$ cat config.mk
export PLATFORM = sky130hd
export DESIGN_NAME = watch_display_scan
export DESIGN_NICKNAME = d
export VERILOG_FILES = /design/src/rtl/watch_display_scan_pkg.sv /design/src/rtl/watch_display_scan_bin2bcd_seq.sv /design/src/rtl/watch_display_scan.sv
export SDC_FILE = /design/constraint.sdc
export NUM_CORES = 1
export LEC_CHECK = 0
export CAP_MARGIN = 20
export CORE_MARGIN = 8
export CORE_UTILIZATION = 40
export CTS_BUF_LIST = sky130_fd_sc_hd__clkbuf_4
export CTS_CLUSTER_SIZE = 8
export DETAILED_ROUTE_END_ITERATION = 10
export PLACE_DENSITY = 0.65
export SKIP_LAST_GASP = 1
export SLEW_MARGIN = 20
export SYNTH_ARGS = -nofsm -noshare
export SYNTH_HDL_FRONTEND = slang
export SYNTH_HIERARCHICAL = 1
export SYNTH_SLANG_ARGS = --single-unit
$ cat constraint.sdc
create_clock -name clk_32_768K -period 3.7 [get_ports clk_32_768K]
set_input_delay 1.11 -clock clk_32_768K [delete_from_list [all_inputs] [get_ports clk_32_768K]]
set_output_delay 1.11 -clock clk_32_768K [all_outputs]
set_load 0.01 [all_outputs]
$ cat src/rtl/watch_display_scan_pkg.sv
// Shared types, segment codes and helpers for the watch display scanner.
// Segment codes are 7-bit active-low {g,f,e,d,c,b,a}.
package watch_display_scan_pkg;

   localparam int NUM_DIGITS = 7;
   localparam int BLINK_W    = 15;

   localparam logic [6:0] SEG_0     = 7'h40;
   localparam logic [6:0] SEG_1     = 7'h79;
   localparam logic [6:0] SEG_2     = 7'h24;
   localparam logic [6:0] SEG_3     = 7'h30;
   localparam logic [6:0] SEG_4     = 7'h19;
   localparam logic [6:0] SEG_5     = 7'h12;
   localparam logic [6:0] SEG_6     = 7'h02;
   localparam logic [6:0] SEG_7     = 7'h78;
   localparam logic [6:0] SEG_8     = 7'h00;
   localparam logic [6:0] SEG_9     = 7'h10;
   localparam logic [6:0] SEG_DASH  = 7'h3F;
   localparam logic [6:0] SEG_BLANK = 7'h7F;

   // Digit code used for an invalid field; any code above 9 decodes to dash
   localparam logic [3:0] CODE_DASH = 4'hA;

   typedef enum logic [1:0] {
      BLINK_NONE = 2'b00,
      BLINK_SEC  = 2'b01,
      BLINK_MIN  = 2'b10,
      BLINK_HR   = 2'b11
   } blink_e;

   typedef enum logic [2:0] {
      CV_IDLE,
      CV_SEC,
      CV_MIN,
      CV_HR,
      CV_DONE
   } cv_state_e;

   // Frame snapshot; seconds are captured straight into the converter
   typedef struct packed {
      logic [7:0] min;
      logic [7:0] hr;
      logic [3:0] week;
      blink_e     blink;
   } snap_t;

   function automatic logic [6:0] seg7(input logic [3:0] c);
      logic [6:0] s;
      unique case (c)
         4'd0:    s = SEG_0;
         4'd1:    s = SEG_1;
         4'd2:    s = SEG_2;
         4'd3:    s = SEG_3;
         4'd4:    s = SEG_4;
         4'd5:    s = SEG_5;
         4'd6:    s = SEG_6;
         4'd7:    s = SEG_7;
         4'd8:    s = SEG_8;
         4'd9:    s = SEG_9;
         default: s = SEG_DASH;
      endcase
      return s;
   endfunction

   function automatic blink_e field_of(input logic [2:0] idx);
      blink_e f;
      unique case (idx)
         3'd0, 3'd1: f = BLINK_SEC;
         3'd2, 3'd3: f = BLINK_MIN;
         3'd4, 3'd5: f = BLINK_HR;
         default:    f = BLINK_NONE;
      endcase
      return f;
   endfunction

   // A non-zero hundreds digit means the binary value was above 99
   function automatic logic [7:0] fmt_field(input logic [11:0] bcd);
      return (|bcd[11:8]) ? {2{CODE_DASH}} : bcd[7:0];
   endfunction

endpackage

$ cat src/rtl/watch_display_scan_bin2bcd_seq.sv
// Sequential 8-bit binary to 3-digit BCD converter (double dabble).
// Ports: clk_32_768K, rst_n, start, bin -> busy, done (1-clk pulse), bcd.
module watch_display_scan_bin2bcd_seq (
   input  logic        clk_32_768K,
   input  logic        rst_n,
   input  logic        start,
   input  logic [7:0]  bin,
   output logic        busy,
   output logic        done,
   output logic [11:0] bcd
);

   logic [19:0] sh_q;
   logic [19:0] sh_adj;
   logic [2:0]  cnt_q;
   logic        busy_q;
   logic        done_q;

   // Add 3 to every BCD nibble >= 5 before the shift
   always_comb begin
      sh_adj = sh_q;
      for (int k = 0; k < 3; k++) begin
         if (sh_q[8+4*k +: 4] >= 4'd5)
            sh_adj[8+4*k +: 4] = sh_q[8+4*k +: 4] + 4'd3;
      end
   end

   always_ff @(posedge clk_32_768K or negedge rst_n) begin
      if (!rst_n) begin
         sh_q   <= '0;
         cnt_q  <= '0;
         busy_q <= 1'b0;
         done_q <= 1'b0;
      end else begin
         done_q <= 1'b0;
         if (busy_q) begin
            sh_q  <= {sh_adj[18:0], 1'b0};
            cnt_q <= cnt_q + 3'd1;
            if (cnt_q == 3'd7) begin
               busy_q <= 1'b0;
               done_q <= 1'b1;
            end
         end else if (start) begin
            sh_q   <= {12'd0, bin};
            cnt_q  <= '0;
            busy_q <= 1'b1;
         end
      end
   end

   assign busy = busy_q;
   assign done = done_q;
   assign bcd  = sh_q[19:8];

endmodule

$ cat src/rtl/watch_display_scan.sv
// 7-digit multiplexed common-anode display driver (HH MM SS W).
// Ports: clk/rst_n, Sec/Min/HrBuffer, Blink, Week -> Seg, DigitSel.
module watch_display_scan
   import watch_display_scan_pkg::*;
#(
   parameter int SCAN_DIV_W = 5,
   parameter int BLINK_BIT  = 14
) (
   input  logic       clk_32_768K,
   input  logic       rst_n,
   input  logic [7:0] SecBuffer,
   input  logic [7:0] MinBuffer,
   input  logic [7:0] HrBuffer,
   input  logic [1:0] Blink,
   input  logic [3:0] Week,
   output logic [7:0] Seg,
   output logic [6:0] DigitSel
);

   logic [SCAN_DIV_W-1:0] dwell_q, dwell_d;
   logic [2:0]            idx_q, idx_d;
   logic [BLINK_W-1:0]    blink_q;

   snap_t      hold_q;
   cv_state_e  cv_q;
   logic [7:0] res_sec_q, res_min_q, res_hr_q;
   logic       conv_ok_q;

   logic [NUM_DIGITS-1:0][3:0] disp_q;
   blink_e                     disp_blink_q;
   logic                       disp_ok_q;

   logic [7:0] seg_q, seg_d;
   logic [6:0] dsel_q, dsel_d;

   logic        frame_start;
   logic        cvt_start, cvt_busy, cvt_done;
   logic [7:0]  cvt_bin;
   logic [11:0] cvt_bcd;

   assign frame_start = (idx_q == 3'd0) && (dwell_q == '0);

   always_comb begin
      dwell_d = dwell_q + 1'b1;
      idx_d   = idx_q;
      if (&dwell_q)
         idx_d = (idx_q == 3'(NUM_DIGITS-1)) ? 3'd0 : idx_q + 3'd1;
   end

   // Seconds convert from the live bus at frame start so that
   // all three runs finish before the next commit.
   always_comb begin
      cvt_bin = SecBuffer;
      if (!frame_start)
         cvt_bin = (cv_q == CV_SEC) ? hold_q.min : hold_q.hr;
   end

   assign cvt_start = ~cvt_busy &
      (frame_start | (cvt_done & ((cv_q == CV_SEC) | (cv_q == CV_MIN))));

   watch_display_scan_bin2bcd_seq u_b2b (
      .clk_32_768K (clk_32_768K),
      .rst_n       (rst_n),
      .start       (cvt_start),
      .bin         (cvt_bin),
      .busy        (cvt_busy),
      .done        (cvt_done),
      .bcd         (cvt_bcd)
   );

   always_ff @(posedge clk_32_768K or negedge rst_n) begin
      if (!rst_n) begin
         dwell_q <= '0;
         idx_q   <= '0;
         blink_q <= '0;
      end else begin
         dwell_q <= dwell_d;
         idx_q   <= idx_d;
         blink_q <= blink_q + 1'b1;
      end
   end

   // Snapshot, conversion sequencer and commit share one frame-start edge
   always_ff @(posedge clk_32_768K or negedge rst_n) begin
      if (!rst_n) begin
         cv_q         <= CV_IDLE;
         hold_q       <= '0;
         res_sec_q    <= '0;
         res_min_q    <= '0;
         res_hr_q     <= '0;
         conv_ok_q    <= 1'b0;
         disp_q       <= '0;
         disp_blink_q <= BLINK_NONE;
         disp_ok_q    <= 1'b0;
      end else if (frame_start) begin
         cv_q         <= CV_SEC;
         hold_q       <= '{min: MinBuffer, hr: HrBuffer,
                           week: Week, blink: blink_e'(Blink)};
         disp_q       <= {hold_q.week, res_hr_q, res_min_q, res_sec_q};
         disp_blink_q <= hold_q.blink;
         disp_ok_q    <= conv_ok_q;
      end else if (cvt_done) begin
         unique case (cv_q)
            CV_SEC: begin
               res_sec_q <= fmt_field(cvt_bcd);
               cv_q      <= CV_MIN;
            end
            CV_MIN: begin
               res_min_q <= fmt_field(cvt_bcd);
               cv_q      <= CV_HR;
            end
            CV_HR: begin
               res_hr_q  <= fmt_field(cvt_bcd);
               conv_ok_q <= 1'b1;
               cv_q      <= CV_DONE;
            end
            default: cv_q <= cv_q;
         endcase
      end
   end

   // Blank until a full conversion has been committed; DP stays lit
   always_comb begin
      logic blank;
      blank = ~disp_ok_q |
              (blink_q[BLINK_BIT] & (disp_blink_q != BLINK_NONE) &
               (field_of(idx_q) == disp_blink_q));
      seg_d  = 8'hFF;
      dsel_d = 7'h7F;
      if (dwell_q != '0) begin
         dsel_d    = ~(7'd1 << idx_q);
         seg_d[7]  = ~((idx_q == 3'd2) | (idx_q == 3'd4));
         seg_d[6:0] = blank ? SEG_BLANK : seg7(disp_q[idx_q]);
      end
   end

   always_ff @(posedge clk_32_768K or negedge rst_n) begin
      if (!rst_n) begin
         seg_q  <= 8'hFF;
         dsel_q <= 7'h7F;
      end else begin
         seg_q  <= seg_d;
         dsel_q <= dsel_d;
      end
   end

   assign Seg      = seg_q;
   assign DigitSel = dsel_q;

endmodule
==> flow_summary.json <==
{
  "status": "finished clean",
  "cts_setup_buffers": 0,
  "clk_latency_ps": 520,
  "worstHoldPathType": "reg -> reg",
  "yosysMostFrequentCell": "dfrtp_1",
  "wirelength_mm": 12.7,
  "fin_crit_sh_pct": 76.6,
  "crit_start": "dwell_q[0]$_DFF_PN0_",
  "grt_pass1_wl_mm": 21.5,
  "wl_per_cell_um": 15.0,
  "grt_usage_pct": 12.2,
  "antenna_found_initial": 0,
  "syn_inst": 571,
  "ys_types": 54,
  "area_growth_syn_to_layout_pct": 10.6,
  "finalWorstSetupSlack_ps": 866,
  "slew_viol_final": 0,
  "hold_violations": 0,
  "start_kind": "flip-flop",
  "cts_resized": 0,
  "worst_ir_drop_vdd_mv": 0.184,
  "drc_errors": 0,
  "final_util_pct": 44.7,
  "cts_sinks": 144,
  "numPortBuffers": 46,
  "synth_area_leaders": "dfrtp_1 (47%), mux2_4 (11%), dfstp_2 (5.7%)",
  "synthXorXnorAreaFrac_pct": 2.29,
  "ant_nets": 0,
  "async_reset_ff_share_pct": 100,
  "clockBufferDepth": 2,
  "finalSetupViolCount": 0,
  "drive_above_1_share_pct": 17.2,
  "seq_power_share_pct": 60.0,
  "grt_setup_unrepaired": "no",
  "row_count": 48,
  "pwr-share-comb_pct": 14.5,
  "switching_power_uw": 919,
  "ys.flop_type": "dfrtp_1",
  "dieArea_um2": 21700,
  "arrival_ps": 3210,
  "relSlewSlack_pct": 31.6,
  "synth_compound_area_share_pct": 9.58,
  "drv_cap": 0,
  "p_per_area_nw_per_um2": 417,
  "synth_fa_ha_area_share_pct": 3.27,
  "synth_warnings": 6,
  "netlist.area_leader.share_pct": 46.8,
  "drt_first_pass_iters": 4,
  "ys_ff_latch": 144,
  "die_h_um": 147,
  "cts_tree": "yes",
  "fin_nets": 659,
  "drt-initial-drc-count": 247,
  "swShare_pct": 28.9,
  "cp-end-kind": "flip-flop",
  "finalClockSkew_ps": 19.9,
  "gp_congestion": 0.800,
  "placed_area_um2": 7410,
  "synth_seq_area_share_pct": 52.5,
  "num_vias": 4244,
  "dp_slack_ps": 855,
  "nFillCells": 1573,
  "pwr-share-clk_pct": 25.5,
  "p_int_uw": 2260,
  "hold_buffers": 0,
  "cts-root-buf": "clkbuf_4",
  "clk_pin_slew_ps": 100,
  "numCtsBuffers": 17,
  "synth_top_family_by_area": "multiplexers",
  "hpwl_mm": 8.97,
  "synth_edf_count": 0,
  "worst_slew_pin_slew_ps": 1020,
  "hp-start": "blink_q[13]$_DFF_PN0_",
  "antenna_cells": 0,
  "worstPathRequired_ps": 4080,
  "path_max_fanout": 75,
  "cts_max_level": 4,
  "grt_pass1_vias": 4282,
  "crit_type": "reg -> reg",
  "fmax_mhz": 353,
  "yosysTopAreaCell": "dfrtp_1",
  "ioPinCount": 47,
  "synth_commonest_cells": "dfrtp_1 (129), nand2_1 (64), mux2_4 (50), o21ai_0 (47), mux2i_1 (32)",
  "coreArea_um2": 17100,
  "synthMuxAreaShare_pct": 16.3,
  "synthSimpleGateAreaFrac_pct": 10.8,
  "fin_setup_tns_ps": 0,
  "initial_utilization_pct": 40.4,
  "viasPerCell": 5.02,
  "grt-ovfl-total": 0,
  "fin_area_um2": 7630,
  "post-route-min-period_ps": 2830,
  "syn_avg_cell_area_um2": 12.1,
  "timing.rr.start": "dwell_q[0]$_DFF_PN0_",
  "p_leak_uw": 0.00339,
  "syn_area_um2": 6900,
  "grt_max_degree": 77,
  "fp.dieW_um": 147,
  "syn_nets": 621
}
## final timing paths
check	to	slack [ps]	cells past startpoint
max in group asynchronous	DigitSel[6]$_DFF_PN1_	2240	2
max	res_hr_q[4]$_DFFE_PN0P_	870	7
max reg2reg	res_hr_q[4]$_DFFE_PN0P_	870	7
min in group asynchronous	disp_q[15]$_DFFE_PN0P_	600	1
min reg2reg	blink_q[13]$_DFF_PN0_	480	1
min	blink_q[13]$_DFF_PN0_	480	1
## flip-flops by register name (all words and copies together), names as in the netlist, 2 cells and up
signal        flops
DigitSel          7
Seg               8
blink_q          15
cv_q              3
disp_blink_q      2
disp_q           28
dwell_q           5
hold_q           22
idx_q             3
res_hr_q          8
res_min_q         8
res_sec_q         8
u_b2b/cnt_q       3
u_b2b/sh_q       20
## power by group through the flow
stage	Clock (uW)	Combinational (uW)	Sequential (uW)
after detailed placement	0	468	1940
after CTS	847	470	1910
final	811	461	1910
after global placement	0	443	1930
after global routing	921	526	1930
after floorplan	0	331	1860
## stage by stage
step / std cells / power (uW) / hold slack [ps]
after floorplan: 571 / 2190 / 435
after global placement: 815 / 2370 / 452
after detailed placement: 815 / 2400 / 469
after CTS: 846 / 3220 / 486
after global routing: 846 / 3380 / 507
final: 846 / 3180 / 484
## worst max-delay path: stages (launching register included)
cell     delay [ps]
dfrtp_1         420
inv_1            90
ha_1            130
or4b_1          610
nor4_4          330
buf_12          440
or3_1           470
o21ai_0         170
## metal layers
layer / vias up / part of all wire [%] / track usage, %
li1: 2094 / - / -
met1: 2069 / 48 / 15.8
met2: 72 / 47 / 19.0
met3: 9 / 4.1 / 4.15
met4: 0 / 0.65 / 3.11
met5: - / 0 / 0
## final cells by class
type	count	area (um^2)	share of cell area, %
Clock buffer	26	195	2.56
Timing Repair Buffer	52	519	6.81
Tap cell	225	282	3.69
Clock inverter	5	20.0	0.262
Sequential cell	144	3620	47.5
Inverter	20	75.1	0.984
Multi-Input combinational cell	374	2920	38.2
## cells in the final DEF (no fill, tap or decap), types with 3 or more instances in the layout
cell type	n
a21oi_1	13
o211ai_1	4
inv_1	19
nor2_1	16
mux2i_1	32
and2_1	5
clkbuf_4	26
nor3b_1	5
mux2_4	50
mux2_2	3
xnor2_1	12
dfstp_2	15
nor4_1	3
clkinv_1	4
nor2b_1	9
nand4_1	4
o22ai_1	4
xor2_1	6
o21ai_1	3
clkdlybuf4s50_1	45
nor3_1	3
a2111o_1	4
a22oi_1	4
and3_1	4
nand2_1	64
nand2b_1	7
nand3_1	19
ha_1	18
dfrtp_1	129
nand3b_1	5
buf_4	5
o21ai_0	47
o32a_1	6
## kinds of logic after synthesis
kind of cell / after synthesis
flops: 144
fa+ha+maj: 18
buf+inv: 53
xor+xnor: 18
simple gates: 150
mux: 86
compound gates: 102
Power figures use the tool's default switching activity.
